--- src/rtl/conv_sched_if.sv ---
`default_nettype none
// =============================================================================
// Module   : conv_sched_if
// Brief    : Control, RAM-read and result handshake bundle of conv_sched.
// Revision : 1.0 - initial release
// =============================================================================
interface conv_sched_if #(
    parameter int BITWIDTH = 8,
    parameter int ACCW     = 24,
    parameter int DATA_AW  = 12,
    parameter int WT_AW    = 6,
    parameter int IDX_W    = 11
);
    logic                start;
    logic                busy;
    logic                done;
    logic                data_rd_en;
    logic [DATA_AW-1:0]  data_addr;
    logic [BITWIDTH-1:0] data_rdata;
    logic                wt_rd_en;
    logic [WT_AW-1:0]    wt_addr;
    logic [BITWIDTH-1:0] wt_rdata;
    logic                result_valid;
    logic                result_ready;
    logic [ACCW-1:0]     result_data;
    logic [IDX_W-1:0]    result_idx;

    modport master (
        input  start,
        output busy, done,
        output data_rd_en, data_addr,
        input  data_rdata,
        output wt_rd_en, wt_addr,
        input  wt_rdata,
        output result_valid,
        input  result_ready,
        output result_data, result_idx
    );

    modport slave (
        output start,
        input  busy, done,
        input  data_rd_en, data_addr,
        output data_rdata,
        input  wt_rd_en, wt_addr,
        output wt_rdata,
        input  result_valid,
        output result_ready,
        input  result_data, result_idx
    );
endinterface
`default_nettype wire

--- src/rtl/conv_sched.sv ---
`default_nettype none
// =============================================================================
// Module   : conv_sched
// Brief    : Single time-shared MAC walking every output of a multi-channel,
//            multi-filter valid convolution held in external RAMs.
// Revision : 1.0 - initial release
// =============================================================================
module conv_sched #(
    parameter int BITWIDTH     = 8,
    parameter int FILTERWIDTH  = 3,
    parameter int FILTERHEIGHT = 3,
    parameter int STRIDE       = 1,
    parameter int CHANNEL      = 3,
    parameter int DATAWIDTH    = 28,
    parameter int DATAHEIGHT   = 28,
    parameter int BATCH        = 2,
    parameter int ACCW         = 2*BITWIDTH+8
) (
    input wire           clk,
    input wire           rst_n,
    conv_sched_if.master bus
);
    localparam int c_OW      = (DATAWIDTH - FILTERWIDTH) / STRIDE + 1;
    localparam int c_OH      = (DATAHEIGHT - FILTERHEIGHT) / STRIDE + 1;
    localparam int c_TAPS    = FILTERHEIGHT * FILTERWIDTH;
    localparam int c_K       = CHANNEL * c_TAPS;
    localparam int c_PLANE   = DATAHEIGHT * DATAWIDTH;
    localparam int c_NOUT    = BATCH * c_OH * c_OW;
    localparam int c_DATA_AW = (CHANNEL * c_PLANE > 1) ? $clog2(CHANNEL * c_PLANE) : 1;
    localparam int c_WT_AW   = (BATCH * c_K > 1) ? $clog2(BATCH * c_K) : 1;
    localparam int c_IDX_W   = (c_NOUT > 1) ? $clog2(c_NOUT) : 1;
    localparam int c_B_W     = (BATCH > 1) ? $clog2(BATCH) : 1;
    localparam int c_R_W     = (c_OH > 1) ? $clog2(c_OH) : 1;
    localparam int c_X_W     = (c_OW > 1) ? $clog2(c_OW) : 1;
    localparam int c_C_W     = (CHANNEL > 1) ? $clog2(CHANNEL) : 1;
    localparam int c_M_W     = (FILTERHEIGHT > 1) ? $clog2(FILTERHEIGHT) : 1;
    localparam int c_N_W     = (FILTERWIDTH > 1) ? $clog2(FILTERWIDTH) : 1;

    localparam logic [2:0] c_IDLE = 3'd0;
    localparam logic [2:0] c_RUN  = 3'd1;
    localparam logic [2:0] c_WAIT = 3'd2;
    localparam logic [2:0] c_OUT  = 3'd3;
    localparam logic [2:0] c_DONE = 3'd4;

    logic [2:0]         r_state, w_state_nxt;
    logic [c_B_W-1:0]   r_b, w_b_nxt;
    logic [c_R_W-1:0]   r_r, w_r_nxt;
    logic [c_X_W-1:0]   r_x, w_x_nxt;
    logic [c_C_W-1:0]   r_c, w_c_nxt;
    logic [c_M_W-1:0]   r_m, w_m_nxt;
    logic [c_N_W-1:0]   r_n, w_n_nxt;
    logic [c_IDX_W-1:0] r_idx, w_idx_nxt;
    logic               w_load;
    logic               w_last_tap;
    logic               w_last_out;
    logic [c_DATA_AW-1:0] r_data_addr, w_data_addr_nxt;
    logic [c_WT_AW-1:0]   r_wt_addr, w_wt_addr_nxt;
    logic               r_acc_en;
    logic               r_acc_first;
    logic [ACCW-1:0]    r_acc;
    logic [ACCW-1:0]    w_d_ext, w_w_ext, w_prod;

    assign w_last_tap = (r_c == c_C_W'(CHANNEL - 1)) &&
                        (r_m == c_M_W'(FILTERHEIGHT - 1)) &&
                        (r_n == c_N_W'(FILTERWIDTH - 1));
    assign w_last_out = (r_idx == c_IDX_W'(c_NOUT - 1));

    always_comb begin
        w_state_nxt = r_state;
        w_b_nxt     = r_b;
        w_r_nxt     = r_r;
        w_x_nxt     = r_x;
        w_c_nxt     = r_c;
        w_m_nxt     = r_m;
        w_n_nxt     = r_n;
        w_idx_nxt   = r_idx;
        w_load      = 1'b0;
        case (r_state)
            c_IDLE: begin
                if (bus.start) begin
                    w_state_nxt = c_RUN;
                    w_b_nxt     = '0;
                    w_r_nxt     = '0;
                    w_x_nxt     = '0;
                    w_c_nxt     = '0;
                    w_m_nxt     = '0;
                    w_n_nxt     = '0;
                    w_idx_nxt   = '0;
                    w_load      = 1'b1;
                end
            end
            c_RUN: begin
                if (w_last_tap) begin
                    w_state_nxt = c_WAIT;
                end else begin
                    w_load = 1'b1;
                    if (r_n != c_N_W'(FILTERWIDTH - 1)) begin
                        w_n_nxt = r_n + c_N_W'(1);
                    end else begin
                        w_n_nxt = '0;
                        if (r_m != c_M_W'(FILTERHEIGHT - 1)) begin
                            w_m_nxt = r_m + c_M_W'(1);
                        end else begin
                            w_m_nxt = '0;
                            w_c_nxt = r_c + c_C_W'(1);
                        end
                    end
                end
            end
            c_WAIT: w_state_nxt = c_OUT;
            c_OUT: begin
                if (bus.result_ready) begin
                    if (w_last_out) begin
                        w_state_nxt = c_DONE;
                    end else begin
                        w_state_nxt = c_RUN;
                        w_load      = 1'b1;
                        w_c_nxt     = '0;
                        w_m_nxt     = '0;
                        w_n_nxt     = '0;
                        w_idx_nxt   = r_idx + c_IDX_W'(1);
                        if (r_x != c_X_W'(c_OW - 1)) begin
                            w_x_nxt = r_x + c_X_W'(1);
                        end else begin
                            w_x_nxt = '0;
                            if (r_r != c_R_W'(c_OH - 1)) begin
                                w_r_nxt = r_r + c_R_W'(1);
                            end else begin
                                w_r_nxt = '0;
                                w_b_nxt = r_b + c_B_W'(1);
                            end
                        end
                    end
                end
            end
            c_DONE:  w_state_nxt = c_IDLE;
            default: w_state_nxt = c_IDLE;
        endcase
    end

    // Addresses are formed from the tap about to be issued so they register alongside rd_en.
    assign w_data_addr_nxt = c_DATA_AW'(32'(w_c_nxt) * c_PLANE +
                             (32'(w_r_nxt) * STRIDE + 32'(w_m_nxt)) * DATAWIDTH +
                             32'(w_x_nxt) * STRIDE + 32'(w_n_nxt));
    assign w_wt_addr_nxt   = c_WT_AW'(32'(w_b_nxt) * c_K + 32'(w_c_nxt) * c_TAPS +
                             32'(w_m_nxt) * FILTERWIDTH + 32'(w_n_nxt));

    // Operands widened to ACCW; the low ACCW bits of the product are the signed result.
    assign w_d_ext = {{(ACCW-BITWIDTH){bus.data_rdata[BITWIDTH-1]}}, bus.data_rdata};
    assign w_w_ext = {{(ACCW-BITWIDTH){bus.wt_rdata[BITWIDTH-1]}}, bus.wt_rdata};
    assign w_prod  = w_d_ext * w_w_ext;

    always_ff @(posedge clk) begin
        if (!rst_n) begin
            r_state     <= c_IDLE;
            r_b         <= '0;
            r_r         <= '0;
            r_x         <= '0;
            r_c         <= '0;
            r_m         <= '0;
            r_n         <= '0;
            r_idx       <= '0;
            r_data_addr <= '0;
            r_wt_addr   <= '0;
            r_acc_en    <= 1'b0;
            r_acc_first <= 1'b0;
            r_acc       <= '0;
        end else begin
            r_state     <= w_state_nxt;
            r_b         <= w_b_nxt;
            r_r         <= w_r_nxt;
            r_x         <= w_x_nxt;
            r_c         <= w_c_nxt;
            r_m         <= w_m_nxt;
            r_n         <= w_n_nxt;
            r_idx       <= w_idx_nxt;
            if (w_load) begin
                r_data_addr <= w_data_addr_nxt;
                r_wt_addr   <= w_wt_addr_nxt;
            end
            r_acc_en    <= (r_state == c_RUN);
            r_acc_first <= (r_state == c_RUN) && (r_c == '0) && (r_m == '0) && (r_n == '0);
            if (r_acc_en) begin
                r_acc <= (r_acc_first ? '0 : r_acc) + w_prod;
            end
        end
    end

    assign bus.busy         = (r_state != c_IDLE);
    assign bus.done         = (r_state == c_DONE);
    assign bus.data_rd_en   = (r_state == c_RUN);
    assign bus.wt_rd_en     = (r_state == c_RUN);
    assign bus.data_addr    = r_data_addr;
    assign bus.wt_addr      = r_wt_addr;
    assign bus.result_valid = (r_state == c_OUT);
    assign bus.result_data  = r_acc;
    assign bus.result_idx   = r_idx;
endmodule
`default_nettype wire
--- src/flat_wrapper.sv ---
// flat-port wrapper written by rule: the top's interface ports become plain ports
module conv_sched_flat 
#(
    parameter int BITWIDTH     = 8,
    parameter int FILTERWIDTH  = 3,
    parameter int FILTERHEIGHT = 3,
    parameter int STRIDE       = 1,
    parameter int CHANNEL      = 3,
    parameter int DATAWIDTH    = 28,
    parameter int DATAHEIGHT   = 28,
    parameter int BATCH        = 2,
    parameter int ACCW         = 2*BITWIDTH+8
)
  (clk, rst_n, bus_start, bus_busy, bus_done, bus_data_rd_en, bus_data_addr, bus_data_rdata, bus_wt_rd_en, bus_wt_addr, bus_wt_rdata, bus_result_valid, bus_result_ready, bus_result_data, bus_result_idx);
  conv_sched_if #(.BITWIDTH(BITWIDTH), .ACCW(ACCW)) bus_i ();
  input wire clk;
  input wire rst_n;
  input wire logic [$bits(bus_i.start)-1:0] bus_start;
  output wire logic [$bits(bus_i.busy)-1:0] bus_busy;
  output wire logic [$bits(bus_i.done)-1:0] bus_done;
  output wire logic [$bits(bus_i.data_rd_en)-1:0] bus_data_rd_en;
  output wire logic [$bits(bus_i.data_addr)-1:0] bus_data_addr;
  input wire logic [$bits(bus_i.data_rdata)-1:0] bus_data_rdata;
  output wire logic [$bits(bus_i.wt_rd_en)-1:0] bus_wt_rd_en;
  output wire logic [$bits(bus_i.wt_addr)-1:0] bus_wt_addr;
  input wire logic [$bits(bus_i.wt_rdata)-1:0] bus_wt_rdata;
  output wire logic [$bits(bus_i.result_valid)-1:0] bus_result_valid;
  input wire logic [$bits(bus_i.result_ready)-1:0] bus_result_ready;
  output wire logic [$bits(bus_i.result_data)-1:0] bus_result_data;
  output wire logic [$bits(bus_i.result_idx)-1:0] bus_result_idx;
  assign bus_i.start = bus_start;
  assign bus_busy = bus_i.busy;
  assign bus_done = bus_i.done;
  assign bus_data_rd_en = bus_i.data_rd_en;
  assign bus_data_addr = bus_i.data_addr;
  assign bus_i.data_rdata = bus_data_rdata;
  assign bus_wt_rd_en = bus_i.wt_rd_en;
  assign bus_wt_addr = bus_i.wt_addr;
  assign bus_i.wt_rdata = bus_wt_rdata;
  assign bus_result_valid = bus_i.result_valid;
  assign bus_i.result_ready = bus_result_ready;
  assign bus_result_data = bus_i.result_data;
  assign bus_result_idx = bus_i.result_idx;
  conv_sched #(.BITWIDTH(BITWIDTH), .FILTERWIDTH(FILTERWIDTH), .FILTERHEIGHT(FILTERHEIGHT), .STRIDE(STRIDE), .CHANNEL(CHANNEL), .DATAWIDTH(DATAWIDTH), .DATAHEIGHT(DATAHEIGHT), .BATCH(BATCH), .ACCW(ACCW)) u_core (.clk(clk), .rst_n(rst_n), .bus(bus_i));
endmodule
--- config.mk ---
export PLATFORM = sky130hd
export DESIGN_NAME = conv_sched_flat
export DESIGN_NICKNAME = d
export VERILOG_FILES = /design/src/rtl/conv_sched_if.sv /design/src/rtl/conv_sched.sv /design/src/flat_wrapper.sv
export SDC_FILE = /design/constraint.sdc
export NUM_CORES = 1
export LEC_CHECK = 0
export ABC_AREA = 1
export CAP_MARGIN = 25
export CORE_MARGIN = 8
export CORE_UTILIZATION = 40
export CTS_BUF_LIST = sky130_fd_sc_hd__clkbuf_8
export CTS_CLUSTER_DIAMETER = 120
export CTS_CLUSTER_SIZE = 30
export DETAILED_ROUTE_END_ITERATION = 16
export PLACE_DENSITY = 0.59
export SYNTH_ARGS = -nofsm -noshare
export SYNTH_HDL_FRONTEND = slang
export SYNTH_SLANG_ARGS = --single-unit
--- constraint.sdc ---
create_clock -name clk -period 7.08 [get_ports clk]
set_clock_uncertainty 0.2 [all_clocks]
set_input_delay 1.416 -clock clk [delete_from_list [all_inputs] [get_ports clk]]
set_output_delay 1.416 -clock clk [all_outputs]
set_load 0.02 [all_outputs]
==> metrics.txt, run 1 <==
# TYPE chip_impl_metric gauge
chip_impl_metric{name="rows",unit=""} 54
chip_impl_metric{name="synthesis.nets",unit=""} 1447
chip_impl_metric{name="grt_overflow",unit=""} 0
chip_impl_metric{name="fill_cell_instance_count_of_the_final_layout",unit=""} 2151
chip_impl_metric{name="globalRouteTotalUtil",unit="%"} 16.3
chip_impl_metric{name="wl_per_cell",unit="microns"} 13.0
chip_impl_metric{name="cts.path.max_buffers",unit=""} 2
chip_impl_metric{name="drt_first_pass_iters",unit=""} 5
chip_impl_info{name="criticalPathCategory",value="input port to flop"} 1
chip_impl_metric{name="die-width",unit="microns"} 165
chip_impl_metric{name="crit_arrival",unit="ps"} 7010
chip_impl_info{name="result_of_the_run",value="complete, no violations"} 1
chip_impl_metric{name="cts_max_level",unit=""} 3
chip_impl_info{name="critical_path.startpoint_type",value="input port"} 1
chip_impl_info{name="timing.hold.worst.class",value="flop to flop"} 1
chip_impl_metric{name="detailed_place_hpwl",unit="microns"} 18000
chip_impl_metric{name="ff2ff_setup_slack",unit="ps"} 1590
chip_impl_info{name="cp_slowest_cell",value="sky130_fd_sc_hd__fa_1"} 1
chip_impl_metric{name="die-area",unit="sq mm"} 0.0273
chip_impl_info{name="cts_tree",value="done"} 1
chip_impl_info{name="synth_flop_cell",value="sky130_fd_sc_hd__dfxtp_1"} 1
chip_impl_metric{name="cts_sinks",unit=""} 75
chip_impl_metric{name="timing.max_slew.rel_slack",unit="%"} 38.2
chip_impl_metric{name="drcViolationCount",unit=""} 0
chip_impl_metric{name="worstRegToRegCells",unit=""} 37
chip_impl_info{name="clock_tree.root_cell",value="sky130_fd_sc_hd__clkbuf_8"} 1
chip_impl_metric{name="finish.instance_area",unit="sq mm"} 0.0115
chip_impl_metric{name="power.density_cell_area",unit="mW/mm^2"} 457
chip_impl_metric{name="io_buffers",unit=""} 77
chip_impl_metric{name="pin_count_of_the_biggest_net_entering_global_routing",unit=""} 32
chip_impl_metric{name="clkLatencyLatePin",unit="ps"} 370
chip_impl_info{name="layout_commonest_cell",value="sky130_fd_sc_hd__inv_1"} 1
chip_impl_metric{name="timing.fmax",unit="MHz"} 145
chip_impl_metric{name="die_h",unit="microns"} 165
chip_impl_info{name="end_kind",value="flop"} 1
chip_impl_metric{name="maxCapViolCount",unit=""} 0
chip_impl_info{name="worst_setup_path_startpoint",value="bus_wt_rdata[7]"} 1
chip_impl_metric{name="final_layout_size_suffix_gt1_share",unit="%"} 18.1
chip_impl_metric{name="finalMaxSlewViolations",unit=""} 0
chip_impl_metric{name="postSynthCellCount",unit=""} 1262
chip_impl_metric{name="area_growth_syn_to_layout",unit="%"} 29.6
chip_impl_metric{name="netlist_area_pre_place",unit="sq mm"} 0.00889
chip_impl_metric{name="max-vdd-ir-drop",unit="mV"} 0.315
chip_impl_metric{name="grt_first_pass_wirelength",unit="microns"} 36400
chip_impl_metric{name="drt_iter0_markers",unit=""} 345
chip_impl_metric{name="post-layout-total-power",unit="mW"} 5.26
chip_impl_metric{name="setup-violations-final",unit=""} 0
chip_impl_metric{name="detailroute.via_count",unit=""} 8156
chip_impl_metric{name="finalWeightedCongestion",unit=""} 0.871
chip_impl_metric{name="worstMarginPinSlew",unit="ps"} 926
chip_impl_metric{name="synth_cell_types",unit=""} 54
chip_impl_metric{name="synth-async-reset-ratio",unit="%"} 0
chip_impl_metric{name="synth_sequential_area_ratio",unit="%"} 16.9
chip_impl_metric{name="worst_ep_required_time",unit="ps"} 7200
chip_impl_metric{name="core",unit="sq mm"} 0.0218
chip_impl_metric{name="antenna_violations_before_repair",unit=""} 0
chip_impl_metric{name="initial_utilization",unit="%"} 40.7
chip_impl_metric{name="io_pins",unit=""} 78
chip_impl_info{name="worst_r2r_endpoint",value="u_core.bus.data_addr[11]"} 1
chip_impl_metric{name="antenna_violating_nets_post_route",unit=""} 0
chip_impl_metric{name="number_of_buffers_created_by_cts",unit=""} 9
chip_impl_metric{name="cp_max_fo",unit=""} 8
chip_impl_metric{name="synth-edff-count",unit=""} 0
chip_impl_metric{name="viasPerCell",unit=""} 4.76
chip_impl_metric{name="synthesized_flop_and_latch_total",unit=""} 75
chip_impl_metric{name="finalWorstPathRequiredPeriod",unit="ps"} 6880
chip_impl_info{name="cpMostUsedCell",value="sky130_fd_sc_hd__inv_1"} 1
chip_impl_metric{name="wl",unit="microns"} 22200
chip_impl_metric{name="number_of_buffers_inserted_for_hold_repair_after_clock_tree_synthesis",unit=""} 0
chip_impl_metric{name="yosys_warnings",unit=""} 0
chip_impl_info{name="reg2reg_from",value="u_core.bus.result_idx[0]"} 1
chip_impl_metric{name="final_period_util",unit="%"} 97.2
chip_impl_metric{name="finalHoldViolations",unit=""} 0
chip_impl_metric{name="total_leakage_power",unit="nW"} 6.29
chip_impl_info{name="final_cell_mix",value="sky130_fd_sc_hd__inv_1 (272), sky130_fd_sc_hd__nand2_1 (198), sky130_fd_sc_hd__buf_4 (105)"} 1
chip_impl_metric{name="worst_path_largest_cell_delay",unit="ps"} 550
chip_impl_info{name="crit_path_end",value="u_core.bus.result_data[20]"} 1
chip_impl_metric{name="syn_avg_cell_area",unit="sq um"} 7.04
chip_impl_metric{name="clock_transition_time_at_the_flip_flop_clock_pins_of_the_worst_setup_and_hold_paths",unit="ps"} 90
chip_impl_metric{name="final_nets",unit=""} 1613
chip_impl_metric{name="first_global_vias",unit=""} 7817
chip_impl_metric{name="dpl_cell_area",unit="sq mm"} 0.0107
chip_impl_metric{name="antenna_cells",unit=""} 0
-- where the power goes --
group          internal (mW)  switching (mW)
clock                  0.209           0.182
combinational           2.02            2.31
sequential             0.494          0.0566
total                   2.72            2.54
-- stage by stage --
step	setup slack (ps)	instances	hold WS [ps]	setup TNS, ps	utilization (%)
global placement	-552	1689	267	-5900	48.8
CTS	3.58	1707	290	0	50.3
global route	-91.1	1713	325	-310	52.8
detailed placement	-553	1690	276	-5980	48.9
finish	198	1713	281	0	52.8
floorplan	49.8	1262	288	0	-
-- state kept, by name, summed over array words and instances, names as in the netlist --
signal / flops
u_core.bus.data_addr: 12
u_core.bus.result_data: 24
u_core.bus.result_idx: 11
u_core.bus.wt_addr: 6
u_core.r_acc_en: 1
u_core.r_acc_first: 1
u_core.r_b: 1
u_core.r_c: 2
u_core.r_m: 2
u_core.r_n: 2
u_core.r_r: 5
u_core.r_state: 3
u_core.r_x: 5
-- per-layer routing --
| layer | vias up | wire [microns] | global-route usage (%) |
|---|---|---|---|
| li1 | 4266 | - | - |
| met1 | 3763 | 10300 | 20.8 |
| met2 | 112 | 10800 | 28.2 |
| met3 | 15 | 840 | 2.88 |
| met4 | 0 | 240 | 3.44 |
| met5 | - | 0 | 0 |
-- kinds of logic after synthesis --
| kind of cell | count (synthesis) | synth area share, % |
|---|---|---|
| AOI/OAI and AO/OA | 212 | 13.3 |
| xor gates and xnor gates | 50 | 4.93 |
| adders and majority gates | 165 | 28.6 |
| buffers and inverters | 325 | 13.9 |
| DFF | 75 | 16.9 |
| and+or+nand+nor | 435 | 22.4 |
-- final cells by class --
class | count | area, sq um | share of cell area (%)
clock buffer | 10 | 138 | 1.20
timing repair buffer | 188 | 1680 | 14.6
multi-input combinational | 862 | 6650 | 57.7
clock inverter | 6 | 88.8 | 0.771
tap | 280 | 350 | 3.04
sequential | 75 | 1500 | 13.0
inverter | 292 | 1110 | 9.63
-- synthesized netlist by cell type (2+ instances only) --
cell | instances | area, sq um
sky130_fd_sc_hd__nand3_1 | 47 | 235
sky130_fd_sc_hd__nor2_1 | 106 | 398
sky130_fd_sc_hd__or2_2 | 2 | 12.5
sky130_fd_sc_hd__a21oi_1 | 87 | 435
sky130_fd_sc_hd__nor3_1 | 11 | 55.1
sky130_fd_sc_hd__nand3_2 | 3 | 30.0
sky130_fd_sc_hd__o211ai_1 | 4 | 30.0
sky130_fd_sc_hd__nand2_8 | 3 | 60.1
sky130_fd_sc_hd__ha_1 | 101 | 1260
sky130_fd_sc_hd__xnor2_1 | 17 | 149
sky130_fd_sc_hd__nand2_1 | 218 | 818
sky130_fd_sc_hd__o2111ai_1 | 2 | 17.5
sky130_fd_sc_hd__and2_1 | 2 | 12.5
sky130_fd_sc_hd__inv_2 | 8 | 30.0
sky130_fd_sc_hd__nor3_2 | 4 | 40.0
sky130_fd_sc_hd__o21ai_1 | 5 | 25.0
sky130_fd_sc_hd__xor2_1 | 33 | 289
sky130_fd_sc_hd__nand4_1 | 10 | 62.6
sky130_fd_sc_hd__clkbuf_1 | 30 | 113
sky130_fd_sc_hd__o21ai_0 | 72 | 360
sky130_fd_sc_hd__inv_1 | 280 | 1050
sky130_fd_sc_hd__inv_4 | 2 | 12.5
sky130_fd_sc_hd__a221oi_1 | 2 | 17.5
sky130_fd_sc_hd__a31oi_1 | 8 | 50.1
sky130_fd_sc_hd__a211oi_1 | 3 | 22.5
sky130_fd_sc_hd__fa_1 | 64 | 1280
sky130_fd_sc_hd__o21bai_1 | 10 | 75.1
sky130_fd_sc_hd__nor4_1 | 3 | 18.8
sky130_fd_sc_hd__nand2_4 | 2 | 22.5
sky130_fd_sc_hd__nor2_4 | 2 | 22.5
sky130_fd_sc_hd__nand2_2 | 13 | 81.3
sky130_fd_sc_hd__a21o_1 | 10 | 75.1
sky130_fd_sc_hd__dfxtp_1 | 75 | 1500
sky130_fd_sc_hd__nor2_8 | 2 | 40.0
sky130_fd_sc_hd__a21boi_0 | 2 | 15.0
-- worst min-delay path by stage --
stage	startpoint	to	slack, ps	cells after the start
2_1_floorplan	u_core.r_n[1]	u_core.r_n[1]	290	2
3_3_place_gp	u_core.bus.result_data[0]	u_core.bus.result_data[0]	270	2
3_5_place_dp	u_core.bus.result_data[0]	u_core.bus.result_data[0]	280	2
4_1_cts	u_core.bus.result_data[1]	u_core.bus.result_data[1]	290	2
5_1_grt	u_core.bus.result_data[1]	u_core.bus.result_data[1]	320	2
6_report	u_core.bus.result_data[1]	u_core.bus.result_data[1]	280	2
-- critical path, delay by kind of cell --
family	cells	cell delay, ps
AOI/OAI and AO/OA	6	840
adders and majority gates	6	2500
buffers and inverters	10	1150
and+or+nand+nor	10	1090
-- what timing repair did --
item | 4_1_cts | 5_1_grt
endpoints found under the setup margin | 8 | 14
resized for setup | 15 | 127
buffers inserted | 1 | 6
pin swaps | 2 | 59
(Power assumes the default switching activity.)
==> inputs of run 2 (changes only) <==
--- a/config.mk
+++ b/config.mk
@@ -17,3 +17,4 @@
 export SYNTH_ARGS = -nofsm -noshare
 export SYNTH_HDL_FRONTEND = slang
 export SYNTH_SLANG_ARGS = --single-unit
+export TNS_END_PERCENT = 20
==> metrics.txt, run 2 (same netlist as run 1, synthesis figures left out) <==
# TYPE chip_impl_metric gauge
chip_impl_info{name="result_of_the_run",value="complete, no violations"} 1
chip_impl_metric{name="globalRouteTotalUtil",unit="%"} 16.3
chip_impl_metric{name="switchingPower",unit="mW"} 2.55
chip_impl_metric{name="worstMarginPinSlew",unit="ps"} 920
chip_impl_metric{name="final_core_util",unit="%"} 52.7
chip_impl_metric{name="detailroute.via_count",unit=""} 8181
chip_impl_metric{name="crit_arrival",unit="ps"} 6960
chip_impl_metric{name="final_layout_size_suffix_gt1_share",unit="%"} 18.1
chip_impl_metric{name="timing.critical_path.depth",unit=""} 31
chip_impl_info{name="final_cell_mix",value="sky130_fd_sc_hd__inv_1 (272), sky130_fd_sc_hd__nand2_1 (198), sky130_fd_sc_hd__buf_4 (106)"} 1
chip_impl_metric{name="wl",unit="microns"} 22200
chip_impl_metric{name="final_period_util",unit="%"} 97.3
chip_impl_metric{name="drt_iter0_markers",unit=""} 337
chip_impl_info{name="grt-busiest-layer",value="met2"} 1
chip_impl_info{name="clock_tree.root_cell",value="sky130_fd_sc_hd__clkbuf_8"} 1
chip_impl_info{name="cp_slowest_cell",value="sky130_fd_sc_hd__fa_1"} 1
chip_impl_metric{name="total_leakage_power",unit="nW"} 6.28
chip_impl_metric{name="drcViolationCount",unit=""} 0
chip_impl_metric{name="setup-violations-final",unit=""} 0
chip_impl_metric{name="die-width",unit="microns"} 165
chip_impl_metric{name="whs_path_depth",unit=""} 2
chip_impl_metric{name="number_of_buffers_inserted_for_hold_repair_after_clock_tree_synthesis",unit=""} 0
chip_impl_metric{name="power.density_cell_area",unit="mW/mm^2"} 457
chip_impl_metric{name="place_worst_setup_slack",unit="ps"} -553
chip_impl_metric{name="io_buffers",unit=""} 77
chip_impl_metric{name="post-layout-total-power",unit="mW"} 5.26
chip_impl_info{name="layout_commonest_cell",value="sky130_fd_sc_hd__inv_1"} 1
chip_impl_metric{name="detailed_place_hpwl",unit="microns"} 18000
chip_impl_metric{name="clock_transition_time_at_the_flip_flop_clock_pins_of_the_worst_setup_and_hold_paths",unit="ps"} 90
chip_impl_metric{name="io_pins",unit=""} 78
chip_impl_metric{name="cts_sinks",unit=""} 75
chip_impl_metric{name="drt_first_pass_iters",unit=""} 5
chip_impl_info{name="cts_tree",value="done"} 1
chip_impl_metric{name="timing.max_slew.rel_slack",unit="%"} 38.6
chip_impl_metric{name="clkLatencyLatePin",unit="ps"} 370
chip_impl_metric{name="worstRegToRegCells",unit=""} 37
chip_impl_metric{name="cts_max_level",unit=""} 3
chip_impl_metric{name="worst_ep_required_time",unit="ps"} 7160
chip_impl_metric{name="final_nets",unit=""} 1613
chip_impl_metric{name="timing.fmax",unit="MHz"} 145
chip_impl_metric{name="netSwitchingFraction",unit="%"} 48.4
chip_impl_metric{name="power.combinational.fraction",unit="%"} 82.1
chip_impl_info{name="reg2reg_from",value="u_core.bus.result_idx[0]"} 1
chip_impl_metric{name="cts.path.max_buffers",unit=""} 2
chip_impl_metric{name="met3_routing_resource_usage_after_global_routing",unit="%"} 2.88
chip_impl_metric{name="finalWorstPathRequiredPeriod",unit="ps"} 6890
chip_impl_metric{name="rows",unit=""} 54
chip_impl_info{name="worst_r2r_endpoint",value="u_core.bus.data_addr[11]"} 1
chip_impl_metric{name="viasPerCell",unit=""} 4.78
chip_impl_metric{name="die_h",unit="microns"} 165
chip_impl_metric{name="antenna_violations_before_repair",unit=""} 0
chip_impl_metric{name="finalMaxSlewViolations",unit=""} 0
chip_impl_metric{name="worst_hold_slack",unit="ps"} 281
chip_impl_metric{name="pin_count_of_the_biggest_net_entering_global_routing",unit=""} 32
chip_impl_metric{name="worst_path_largest_cell_delay",unit="ps"} 550
chip_impl_metric{name="fin_cells",unit=""} 1713
chip_impl_info{name="end_kind",value="flop"} 1
chip_impl_metric{name="cp_max_fo",unit=""} 8
chip_impl_metric{name="power.share.sequential",unit="%"} 10.5
chip_impl_info{name="crit_family",value="adder cells"} 1
chip_impl_metric{name="finalHoldViolations",unit=""} 0
chip_impl_metric{name="wl_per_cell",unit="microns"} 12.9
chip_impl_info{name="criticalPathCategory",value="input port to flop"} 1
chip_impl_metric{name="p_int",unit="mW"} 2.72
chip_impl_metric{name="pwr-share-clk",unit="%"} 7.4
chip_impl_metric{name="final.setup.worst_slack",unit="ps"} 193
chip_impl_metric{name="number_of_buffers_created_by_cts",unit=""} 9
chip_impl_metric{name="ff2ff_setup_slack",unit="ps"} 1600
chip_impl_metric{name="grt_overflow",unit=""} 0
chip_impl_metric{name="number_of_flip_flops_under_the_largest_register_name",unit=""} 24
chip_impl_metric{name="post-place-cells",unit=""} 1690
chip_impl_metric{name="maxCapViolCount",unit=""} 0
chip_impl_metric{name="finalWeightedCongestion",unit=""} 0.871
chip_impl_info{name="worst_hold_startpoint",value="u_core.bus.result_data[1]"} 1
chip_impl_metric{name="fill_cell_instance_count_of_the_final_layout",unit=""} 2152
chip_impl_info{name="timing.hold.worst.class",value="flop to flop"} 1
chip_impl_metric{name="core",unit="sq mm"} 0.0218
chip_impl_metric{name="first_global_vias",unit=""} 7818
chip_impl_metric{name="area_growth_syn_to_layout",unit="%"} 29.5
chip_impl_metric{name="crit_buf_inv",unit=""} 9
chip_impl_metric{name="initial_utilization",unit="%"} 40.7
chip_impl_metric{name="die-area",unit="sq mm"} 0.0273
chip_impl_metric{name="global_route.usage.met1",unit="%"} 20.8
chip_impl_metric{name="antenna_cells",unit=""} 0
chip_impl_info{name="critical_path.startpoint_type",value="input port"} 1
chip_impl_info{name="hold_end",value="u_core.bus.result_data[1]"} 1
chip_impl_metric{name="antenna_violating_nets_post_route",unit=""} 0
chip_impl_metric{name="use_met2",unit="%"} 28.2
chip_impl_metric{name="max-vdd-ir-drop",unit="mV"} 0.315
chip_impl_metric{name="grt_first_pass_wirelength",unit="microns"} 36500
==> run 2: cell count changes in the layout (fill, tap and decap cells not counted), sizes merged <==
cell,before,now
dlygate4sd2,2,3
dlymetal6s2s,13,12
==> run 2: how the worst max path moves through the flow <==
stage                       from                          to  slack, ps
6_report         bus_wt_rdata[7]  u_core.bus.result_data[23]        190
5_1_grt          bus_wt_rdata[7]  u_core.bus.result_data[23]        -90
3_3_place_gp     bus_wt_rdata[7]  u_core.bus.result_data[15]       -550
4_1_cts          bus_wt_rdata[7]  u_core.bus.result_data[23]          5
2_1_floorplan    bus_wt_rdata[7]  u_core.bus.result_data[23]         50
3_5_place_dp   bus_data_rdata[0]  u_core.bus.result_data[23]       -550
==> run 2: tightest hold or removal path, delay by kind of cell, from the launching register on <==
kind	cells	cell delay (ps)
AOI/OAI and AO/OA	1	60
buffers and inverters	1	60
DFF	1	320
==> run 2: cell type report <==
type | instances | area, sq um | share of cell area, %
sequential | 75 | 1500 | 13.0
multi-input combinational | 862 | 6650 | 57.8
tap | 280 | 350 | 3.04
inverter | 292 | 1110 | 9.63
timing repair buffer | 188 | 1670 | 14.5
clock buffer | 10 | 138 | 1.20
clock inverter | 6 | 88.8 | 0.772
==> run 2: through the flow <==
stage	instance area [sq um]	TNS, ps
floorplan	8890	0
global placement	10700	-5900
detailed placement	10700	-5980
CTS	11000	0
global route	11500	-303
finish	11500	0
==> run 2: power groups by stage <==
stage	logic, mW	registers [mW]	clock network [mW]
after floorplan	1.94	0.625	0
after global placement	3.39	0.561	0
after detailed placement	3.41	0.561	0
after CTS	3.51	0.552	0.407
after global routing	4.78	0.563	0.420
final	4.32	0.551	0.390
==> run 2: layer usage <==
layer	wire (microns)	up-vias	part of all wire [%]
li1	-	4268	-
met1	10300	3790	46
met2	10800	108	49
met3	854	15	3.9
met4	240	0	1.1
met5	0	-	0
==> run 2: what timing repair did <==
item / 4_1_cts / 5_1_grt
pin swaps: 2 / 59
endpoints found under the setup margin: 8 / 14
endpoints found under the hold margin: 0 / 0
resized for setup: 17 / 124
setup buffers: 0 / 7
==> inputs of run 3 (changes only) <==
--- a/config.mk
+++ b/config.mk
@@ -10,7 +10,7 @@
 export CORE_MARGIN = 8
 export CORE_UTILIZATION = 40
 export CTS_BUF_LIST = sky130_fd_sc_hd__clkbuf_8
-export CTS_CLUSTER_DIAMETER = 120
+export CTS_CLUSTER_DIAMETER = 150
 export CTS_CLUSTER_SIZE = 30
 export DETAILED_ROUTE_END_ITERATION = 16
 export PLACE_DENSITY = 0.59
==> results of run 3 <==
Final layout, timing and power as in run 2 (identical DEF).
